--- src/rtl/butterfly_injector_if.sv ---
// Request and fabric-side signal bundle for one butterfly_injector instance.
//
// Handshake rule for both channels (s_* request side, m_* fabric side):
// a transfer happens on a rising clk edge where valid && ready are both 1;
// once valid is raised it stays high, with data stable, until that transfer.
// The injector itself honours this on m_*; the requester must honour it on s_*.
interface butterfly_injector_if #(
  parameter int PW = 32,
  parameter int AW = 3
);
  logic          s_valid;
  logic          s_ready;
  logic [PW-1:0] s_data;
  logic [AW-1:0] s_dest;
  logic          s_bcast;

  logic             m_valid;
  logic             m_ready;
  logic [PW+AW-1:0] m_data;

  // Debug view of the output FSM: 1 while a broadcast is being expanded,
  // plus the current broadcast destination index.
  logic          dbg_state;
  logic [AW-1:0] dbg_idx;

  // Environment side: issues requests, acts as the fabric input port.
  modport master (
    output s_valid, s_data, s_dest, s_bcast, m_ready,
    input  s_ready, m_valid, m_data, dbg_state, dbg_idx
  );

  // Injector side.
  modport slave (
    input  s_valid, s_data, s_dest, s_bcast, m_ready,
    output s_ready, m_valid, m_data, dbg_state, dbg_idx
  );
endinterface

--- src/rtl/butterfly_injector.sv ---
// Source-side flit builder for one input of the 8-port butterfly fabric.
// Buffers {bcast, dest, payload} requests, prepends the routing header
// {dest} (MSB steers stage 0) and expands broadcasts into N flits with
// headers 0..N-1 in ascending order.
module butterfly_injector #(
  parameter int PW    = 32,
  parameter int N     = 8,
  parameter int AW    = $clog2(N),
  parameter int DEPTH = 4
) (
  input  logic              clk,
  input  logic              rst_n,
  butterfly_injector_if.slave bus,
  output logic [15:0]       flit_cnt
);

  localparam int PTRW = (DEPTH > 1) ? $clog2(DEPTH) : 1;
  localparam int CW   = $clog2(DEPTH + 1);

  typedef enum logic {ST_UNI, ST_BCAST} state_e;

  // Request storage, one field per array so the head is read directly.
  logic [PW-1:0] mem_payload [DEPTH];
  logic [AW-1:0] mem_dest    [DEPTH];
  logic          mem_bcast   [DEPTH];

  logic [PTRW-1:0] wr_ptr, rd_ptr;
  logic [CW-1:0]   count;
  logic            empty, full, push, pop, handshake;

  state_e        state_q, state_d;
  logic [AW-1:0] idx_q, idx_d;
  logic          in_bcast;
  logic [AW-1:0] hdr;

  assign empty     = (count == CW'(0));
  assign full      = (count == CW'(DEPTH));
  // Ready comes only from the registered count: a pop in the same cycle
  // does not open a slot for a push while full.
  assign push      = bus.s_valid && !full;
  assign handshake = bus.m_valid && bus.m_ready;

  assign bus.s_ready   = !full;
  assign bus.m_valid   = !empty;
  assign bus.m_data    = empty ? '0 : {hdr, mem_payload[rd_ptr]};
  assign bus.dbg_state = (state_q == ST_BCAST);
  assign bus.dbg_idx   = idx_q;

  // Output FSM: pick the header and decide when the head request retires.
  always_comb begin
    state_d  = state_q;
    idx_d    = idx_q;
    pop      = 1'b0;
    // A broadcast head is handled as broadcast from its first cycle,
    // before the state register has moved to ST_BCAST.
    in_bcast = (state_q == ST_BCAST) || mem_bcast[rd_ptr];
    hdr      = in_bcast ? idx_q : mem_dest[rd_ptr];
    if (handshake) begin
      if (in_bcast) begin
        if (idx_q == AW'(N - 1)) begin
          pop     = 1'b1;
          idx_d   = '0;
          state_d = ST_UNI;
        end else begin
          idx_d   = idx_q + AW'(1);
          state_d = ST_BCAST;
        end
      end else begin
        pop = 1'b1;
      end
    end
  end

  // FSM state and broadcast index registers.
  always_ff @(posedge clk) begin
    if (!rst_n) begin
      state_q <= ST_UNI;
      idx_q   <= '0;
    end else begin
      state_q <= state_d;
      idx_q   <= idx_d;
    end
  end

  // Request FIFO: storage, wrapping pointers and occupancy counter.
  always_ff @(posedge clk) begin
    if (!rst_n) begin
      wr_ptr <= '0;
      rd_ptr <= '0;
      count  <= '0;
      for (int i = 0; i < DEPTH; i++) begin
        mem_payload[i] <= '0;
        mem_dest[i]    <= '0;
        mem_bcast[i]   <= 1'b0;
      end
    end else begin
      if (push) begin
        mem_payload[wr_ptr] <= bus.s_data;
        mem_dest[wr_ptr]    <= bus.s_dest;
        mem_bcast[wr_ptr]   <= bus.s_bcast;
        wr_ptr              <= wr_ptr + PTRW'(1);
      end
      if (pop) begin
        rd_ptr <= rd_ptr + PTRW'(1);
      end
      case ({push, pop})
        2'b10:   count <= count + CW'(1);
        2'b01:   count <= count - CW'(1);
        default: count <= count;
      endcase
    end
  end

  // Count of flits taken by the fabric; wraps naturally at 16 bits.
  always_ff @(posedge clk) begin
    if (!rst_n) begin
      flit_cnt <= '0;
    end else if (handshake) begin
      flit_cnt <= flit_cnt + 16'd1;
    end
  end

endmodule

--- src/flat_wrapper.sv ---
// flat-port wrapper written by rule: the top's interface ports become plain ports
module butterfly_injector_flat 
#(
  parameter int PW    = 32,
  parameter int N     = 8,
  parameter int AW    = $clog2(N),
  parameter int DEPTH = 4
)
  (clk, rst_n, flit_cnt, bus_s_valid, bus_s_data, bus_s_dest, bus_s_bcast, bus_m_ready, bus_s_ready, bus_m_valid, bus_m_data, bus_dbg_state, bus_dbg_idx);
  butterfly_injector_if #(.PW(PW), .AW(AW)) bus_i ();
  input  logic clk;
  input  logic rst_n;
  output logic [15:0] flit_cnt;
  input wire logic [$bits(bus_i.s_valid)-1:0] bus_s_valid;
  input wire logic [$bits(bus_i.s_data)-1:0] bus_s_data;
  input wire logic [$bits(bus_i.s_dest)-1:0] bus_s_dest;
  input wire logic [$bits(bus_i.s_bcast)-1:0] bus_s_bcast;
  input wire logic [$bits(bus_i.m_ready)-1:0] bus_m_ready;
  output wire logic [$bits(bus_i.s_ready)-1:0] bus_s_ready;
  output wire logic [$bits(bus_i.m_valid)-1:0] bus_m_valid;
  output wire logic [$bits(bus_i.m_data)-1:0] bus_m_data;
  output wire logic [$bits(bus_i.dbg_state)-1:0] bus_dbg_state;
  output wire logic [$bits(bus_i.dbg_idx)-1:0] bus_dbg_idx;
  assign bus_i.s_valid = bus_s_valid;
  assign bus_i.s_data = bus_s_data;
  assign bus_i.s_dest = bus_s_dest;
  assign bus_i.s_bcast = bus_s_bcast;
  assign bus_i.m_ready = bus_m_ready;
  assign bus_s_ready = bus_i.s_ready;
  assign bus_m_valid = bus_i.m_valid;
  assign bus_m_data = bus_i.m_data;
  assign bus_dbg_state = bus_i.dbg_state;
  assign bus_dbg_idx = bus_i.dbg_idx;
  butterfly_injector #(.PW(PW), .N(N), .AW(AW), .DEPTH(DEPTH)) u_core (.clk(clk), .rst_n(rst_n), .bus(bus_i), .flit_cnt(flit_cnt));
endmodule
--- config.mk ---
export PLATFORM = sky130hd
export DESIGN_NAME = butterfly_injector_flat
export DESIGN_NICKNAME = d
export VERILOG_FILES = /design/src/rtl/butterfly_injector_if.sv /design/src/rtl/butterfly_injector.sv /design/src/flat_wrapper.sv
export SDC_FILE = /design/constraint.sdc
export NUM_CORES = 1
export LEC_CHECK = 0
export ABC_AREA = 1
export BUFFER_PORTS_ARGS = -buffer_cell sky130_fd_sc_hd__buf_2
export CORE_MARGIN = 3
export CORE_UTILIZATION = 25
export CTS_CLUSTER_DIAMETER = 100
export DETAILED_ROUTE_END_ITERATION = 8
export GPL_TIMING_DRIVEN = 0
export PLACE_DENSITY_LB_ADDON = 0.08
export SLEW_MARGIN = 25
export SYNTH_ARGS = -nofsm -noshare
export SYNTH_HDL_FRONTEND = slang
export SYNTH_SLANG_ARGS = --single-unit
--- constraint.sdc ---
create_clock -name clk -period 4.7 [get_ports clk]
set_input_delay 0.235 -clock clk [delete_from_list [all_inputs] [get_ports clk]]
set_output_delay 0.235 -clock clk [all_outputs]
set_load 0.02 [all_outputs]
==> results of run 1 <==
[final timing paths]
path | startpoint | slack, ns | cells past startpoint | to
max reg2reg | flip-flop | 2.20 | 14 | u_core.count[2]
max | flip-flop | 2.13 | 6 | bus_m_data[31]
min reg2reg | u_core.mem_bcast[1] | 0.46 | 2 | u_core.mem_bcast[1]
min | bus_s_bcast | 0.11 | 3 | u_core.mem_bcast[0]
[cell type report]
type	count	area (sq um)	share of cell area
clock inverters	14	165.2	0.01675
multi-input cells	550	2668	0.2706
flip-flops and latches	173	4875	0.4945
plain buffers	41	206.4	0.02094
clock buffers	18	429.2	0.04353
inverters	104	392.9	0.03985
well taps	402	503.0	0.05102
repair buffers	103	619.3	0.06283
[critical path: stages (launching register included)]
cell and delay, ns:
dfxtp_1 0.30, buf_2 0.19, inv_2 0.19, clkbuf_1 0.51
o21ai_0 0.18, a21oi_1 0.30, buf_2 0.23
[sequential cells by signal, indices dropped and copies added (netlist names), named ones only]
register              flops
u_core.bus.dbg_idx        3
u_core.wr_ptr             2
u_core.flit_cnt          16
u_core.mem_bcast          4
u_core.bus.dbg_state      1
u_core.mem_dest          12
u_core.count              3
u_core.rd_ptr             2
u_core.mem_payload      128
[layout by cell type, fill, tap and decap left out, types with 6 or more instances in the layout]
| master | count |
|---|---|
| clkbuf_16 | 17 |
| inv_1 | 66 |
| nand3_1 | 18 |
| nand2_1 | 54 |
| edfxtp_1 | 141 |
| buf_6 | 6 |
| o21ai_1 | 10 |
| buf_2 | 105 |
| a21oi_1 | 46 |
| clkbuf_1 | 24 |
| inv_2 | 36 |
| o21ai_0 | 75 |
| nor2_1 | 285 |
| dfxtp_1 | 32 |
| nor2_4 | 30 |
[per-layer routing]
metal	up-vias	wire [um]	GRT usage
met5	-	0	0
met4	0	366	0.03664
met3	21	727	0.02560
met2	99	10970	0.2321
met1	2785	11330	0.1915
li1	3056	-	-
[power breakdown]
group | internal (mW) | switching [mW] | total (mW)
clock | 0.798 | 0.655 | 1.45
combinational | 0.427 | 1.15 | 1.57
sequential | 1.83 | 0.0549 | 1.88
total | 3.05 | 1.86 | 4.91
[cells by family after synthesis]
logic type | count (synthesis)
fa+ha+maj | 5
compound gates | 138
buf+inv | 145
xor+xnor | 3
flops | 173
simple gates | 404
[per-stage QoR]
step           utilization  hold slack, ns  instances  cell area [sq um]  power (mW)
3_5_place_dp        0.2921          0.4487       1373               9264       3.546
4_1_cts             0.3108          0.1096       1405               9858       5.015
2_1_floorplan            -          0.3734        868               8098       2.899
5_1_grt             0.3108          0.1141       1405               9858       5.232
6_report            0.3108          0.1092       1405               9858       4.907
3_3_place_gp        0.2863          0.4470       1366               9081       3.527
==> impl_metrics.toml, run 1 <==
[detailed_routing]
drt_iter0_drc = 264
routedWlPerCell_um = 16.65
vias = 5961
firstDrtPassIters = 4
drc = 0
drtAntennaViolNets = 0
post_drt_via_cell_ratio = 4.243
wl_um = 23390

[critical_path]
end_kind = "output pin"
worstSetupPathType = "flip-flop to output pin"
worstPathMaxFanout = 10
cp_data_required_time_ns = 4.47
start_kind = "flip-flop"
crit_arrival_ns = 2.33

[cts]
clock_latency_ns = 0.42
numCtsBuffers = 17
holdBufCountCts = 0
cts_tree = "done"
clock_path_buffers = 2
cts-root-buf = "clkbuf_16"
cts.htree.levels = 4
cts_resized = 0
post_cts_buffers = 0
clk_pin_slew_worst_paths_ns = 0.07
clock_sinks = 173

[cells_and_area]
final_net_count = 1035
syn_to_final_growth_pct = 21.74
drive_gt1_frac = 0.2263
n_antenna_cell = 0
final.fill_count = 3398

[timing]
rsz0062_at_grt = "false"
finClkSkew_ns = 0.01342
post-route-period-util = 0.5465
final.setup.tns_ns = 0
worst_slack_ns = 2.132
hold_violations = 0
period_needed_ns = 2.568
setup_viol = 0
slew_headroom = 0.4606
clock.fmax_mhz = 389.3
slew_violations = 0
tightestPinTransition_ns = 0.8061

[die]
fp.dieH_um = 186.0
rows = 65
ios = 97
initial_core_util = 0.2553
die_area_sq_mm = 0.03459
core_sq_mm = 0.03172
die_w_um = 186.0

[synthesis]
synth_area_sq_mm = 0.008098
synth_nets = 913
synth_top_area_frac = 0.5229
yosys_most_used_dff = "edfxtp_1"
synth_mux_area_frac = 0
synth_xor_xnor_area_share = 0.003245
synth_compound_area_frac = 0.08699
synthAdderAreaFrac = 0.008653
ys_ff_latch = 173
yosysTopAreaCell = "edfxtp_1"
synth_common_cells = "nor2_1 (285), edfxtp_1 (141), o21ai_0 (77)"
seq_area_frac_synth = 0.6020
synth_top_family_by_area = "simple AND/OR/NAND/NOR gates"
synthTopCellsByArea = "edfxtp_1 (52%), nor2_1 (13%), dfxtp_1 (7.9%)"
synth_edf_count = 141
async_flop_share = 0
avgSynthCellArea_sq_um = 9.329
synthCells = 868
yosysMostFrequentCell = "nor2_1"
ys_types = 33
synth-simple-area-share = 0.2251
synth_warnings = 0

[power_and_ir_drop]
vdd_ir_drop_max_mv = 0.2559
p_per_area_mw_per_mm2 = 497.7
leakagePower_nw = 3.856

[status]
status = "completed"

[place]
port_buffers = 96
hpwl_um = 15910
gp_congestion = 0.7163
post-place-ws_ns = 2.157

[global_routing]
antenna_found_initial = 0
first_global_vias = 6146
grt_pass1_wl_um = 36570
grt_util_all_layers = 0.1407
grt_overflow = 0
grt_max_degree = 36

[flow_run]
drv_cap = 0

[hold_path]
min_path_type = "input port to flip-flop"
Note: power is estimated with default switching activity, not from simulation.
==> inputs of run 2 (changes only) <==
- ABC_AREA: 1 -> 0
- clock period: 4.7 -> 2.1 ns (I/O delays scaled with it)
==> run 2 against run 1 <==
Net effect:
- register-to-register slack worse by 2.5 ns
- core utilization increased by 3.9 points
- setup slack got worse by 2.5 ns
- critical endpoint is now u_core.count[2]
- via count decreased by 14%
- sequential power is 130% higher
- the flow now finishes with violations (setup timing)
- clock-buffer cell count unchanged
- first-iteration DRC count down 6.4%
- final area grew 6.7%
- global-route usage decreased by 0.54 points
- flip-flop and latch count is the same
- combinational power increased to 2.7 times the previous value
- sequential share of layout area shrank 3.0 points
==> impl_metrics.toml, run 2 <==
[power_and_ir_drop]
intPower_mw = 7.722
vdd_ir_drop_max_mv = 0.6296
comb_power_share = 0.365
clkPwrFrac = 0.267
switchingPower_mw = 3.803
leakagePower_nw = 4.179
p_per_area_mw_per_mm2 = 1096
p_sw_frac = 0.3300
power_mw = 11.52
pwr-share-seq = 0.369

[global_routing]
grt_overflow = 0
grt_max_degree = 36
antenna_found_initial = 0
grt_pass1_wl_um = 33370
grt_util_all_layers = 0.1353
first_global_vias = 5535

[timing]
period_needed_ns = 2.434
finClkSkew_ns = 0.01124
tightestPinTransition_ns = 0.8764
post-route-period-util = 1.159
worst_slack_ns = -0.3344
hold-worst-slack_ns = 0.01197
setup_viol = 42
clock.fmax_mhz = 410.8
slew_headroom = 0.4157
hold_violations = 0
slew_violations = 0
rsz0062_at_grt = "true"

[cells_and_area]
reg_top3 = "u_core.mem_payload (128), u_core.flit_cnt (16), u_core.mem_dest (12)"
layout_common_cells = "edfxtp_1 (141), and2_1 (71), and3_1 (71), buf_2 (65), mux4_2 (36)"
final.fill_count = 2972
fin_area_sq_mm = 0.01052
ff_latch_area_sq_mm = 0.004882
final_util = 0.3493
drive_gt1_frac = 0.3455
final_net_count = 770
multi_input_area_sq_mm = 0.003028
n_antenna_cell = 0
syn_to_final_growth_pct = 35.62
layout_commonest_cell = "edfxtp_1"
largest_reg_flops = 128
top_register = "u_core.mem_payload"

[detailed_routing]
routedWlPerCell_um = 19.89
post_drt_via_cell_ratio = 4.558
firstDrtPassIters = 4
drt_iter0_drc = 247
wl_um = 22440
drtAntennaViolNets = 0
drc = 0
vias = 5141

[synthesis]
synth_area_sq_mm = 0.007756
avgSynthCellArea_sq_um = 13.83
synth_xor_xnor_area_share = 0.01242
synth_mux_area_frac = 0.1136
yosys_most_used_dff = "edfxtp_1"
synth_top_area_frac = 0.5459
synth_compound_area_frac = 0.02178
ys_ff_latch = 173
seq_area_frac_synth = 0.6285
synth_edf_count = 141
synth_nets = 606
synth_warnings = 0
synth_top_family_by_area = "simple AND/OR/NAND/NOR gates"
async_flop_share = 0
synth_common_cells = "edfxtp_1 (141), and2_1 (71), and3_1 (71)"
ys_types = 38
yosysMostFrequentCell = "edfxtp_1"
synthAdderAreaFrac = 0.009034
synthTopCellsByArea = "edfxtp_1 (55%), mux4_2 (10%), dfxtp_1 (8.3%)"
synthCells = 561
synth-simple-area-share = 0.1895
yosysTopAreaCell = "edfxtp_1"

[die]
die_w_um = 182.1
ios = 97
initial_core_util = 0.2576
die_area_sq_mm = 0.03318
rows = 63
core_sq_mm = 0.03011
fp.dieH_um = 182.1

[place]
hpwl_um = 13830
gp_congestion = 0.7193
post_dp_cell_area_sq_mm = 0.008826
post-place-ws_ns = -0.7888
port_buffers = 96

[cts]
numCtsBuffers = 17
clock_latency_ns = 0.43
cts_tree = "done"
clock_path_buffers = 2
clock_sinks = 173
cts-root-buf = "clkbuf_16"
clk_pin_slew_worst_paths_ns = 0.07
cts.htree.levels = 4

[status]
violations = "setup timing"
status = "finished, violations left"

[critical_path]
slowest_delay_ns = 0.54
slowest_stage = "mux4_2"
crit_buf_inv = 1
crit_arrival_ns = 2.78
crit_chain = "mux4_2, o21ba_4, nor2_4, ha_4, inv_2, fa_2, xor2_1, or3_1, a21oi_2"
crit_family = "multiplexers"
worstSetupPathType = "flip-flop to flip-flop"
worstPathMaxFanout = 3
cp_data_required_time_ns = 2.45
rrSetupSlack_ns = -0.33
reg2reg_to = "u_core.count[2]"
worstRegToRegCells = 9
end_kind = "flip-flop"
start_kind = "flip-flop"

[hold_path]
min_path_type = "input port to flip-flop"
min_to = "u_core.mem_payload[3][11]"
hp-start = "bus_s_data[11]"
whs_path_depth = 2

[flow_run]
drv_cap = 0
-- run 2: layout make-up --
type / count / share of cell area
Buffer: 38 / 0.02355
Clock buffer: 18 / 0.04080
Clock inverter: 14 / 0.01237
Inverter: 8 / 0.002855
Multi-Input combinational cell: 341 / 0.2879
Sequential cell: 173 / 0.4641
Tap cell: 390 / 0.04639
Timing Repair Buffer: 146 / 0.1220
-- run 2: metal layers --
layer / track usage / vias to the layer above / part of all wire
met4: 0.03748 / 0 / 0.013
met3: 0.02452 / 21 / 0.029
li1: - / 2394 / -
met1: 0.1694 / 2625 / 0.45
met2: 0.2397 / 101 / 0.51
met5: 0 / - / 0
-- run 2: how the worst max path moves through the flow --
stage	end	depth (start not counted)	slack (ns)
finish	u_core.count[2]	9	-0.33
global route	u_core.count[2]	9	-0.42
CTS	u_core.count[2]	10	-0.47
detailed placement	u_core.count[2]	10	-0.79
global placement	u_core.count[2]	10	-0.78
floorplan	u_core.count[2]	10	-0.38
-- run 2: worst register-to-register path, cell delays in order (launching register included) --
cell     delay (ns)
dfxtp_4        0.36
mux4_2         0.54
o21ba_4        0.24
nor2_4         0.10
ha_4           0.15
inv_2          0.04
fa_2           0.33
xor2_1         0.15
or3_1          0.32
a21oi_2        0.13
-- run 2: logic make-up after synthesis --
group           count (synthesis)
fa+ha+maj                       5
simple gates                  250
flops                         173
compound gates                 31
buf+inv                        48
xor+xnor                       11
mux                            43
-- run 2: power by group through the flow --
stage	logic [mW]	registers (mW)	clock network, mW
2_1_floorplan	1.81	4.28	0
3_3_place_gp	2.88	4.29	0
3_5_place_dp	2.91	4.31	0
4_1_cts	3.50	4.24	3.15
5_1_grt	4.50	4.29	3.28
6_report	4.20	4.25	3.07
-- run 2: timing repair --
action	in CTS	in global routing
hold buffers	30	0
setup endpoints to repair	230	153
cloned	3	2
hold endpoints to repair	72	0
buffers inserted	11	6
pin swaps	2	2
resized for setup	70	126
-- run 2: stage by stage --
step                      setup TNS, ns  std cells
after floorplan                 -0.6192        561
after global placement           -98.87       1047
after detailed placement         -52.66       1049
final                            -3.264       1128
after global routing             -11.03       1128
after CTS                        -11.64       1124
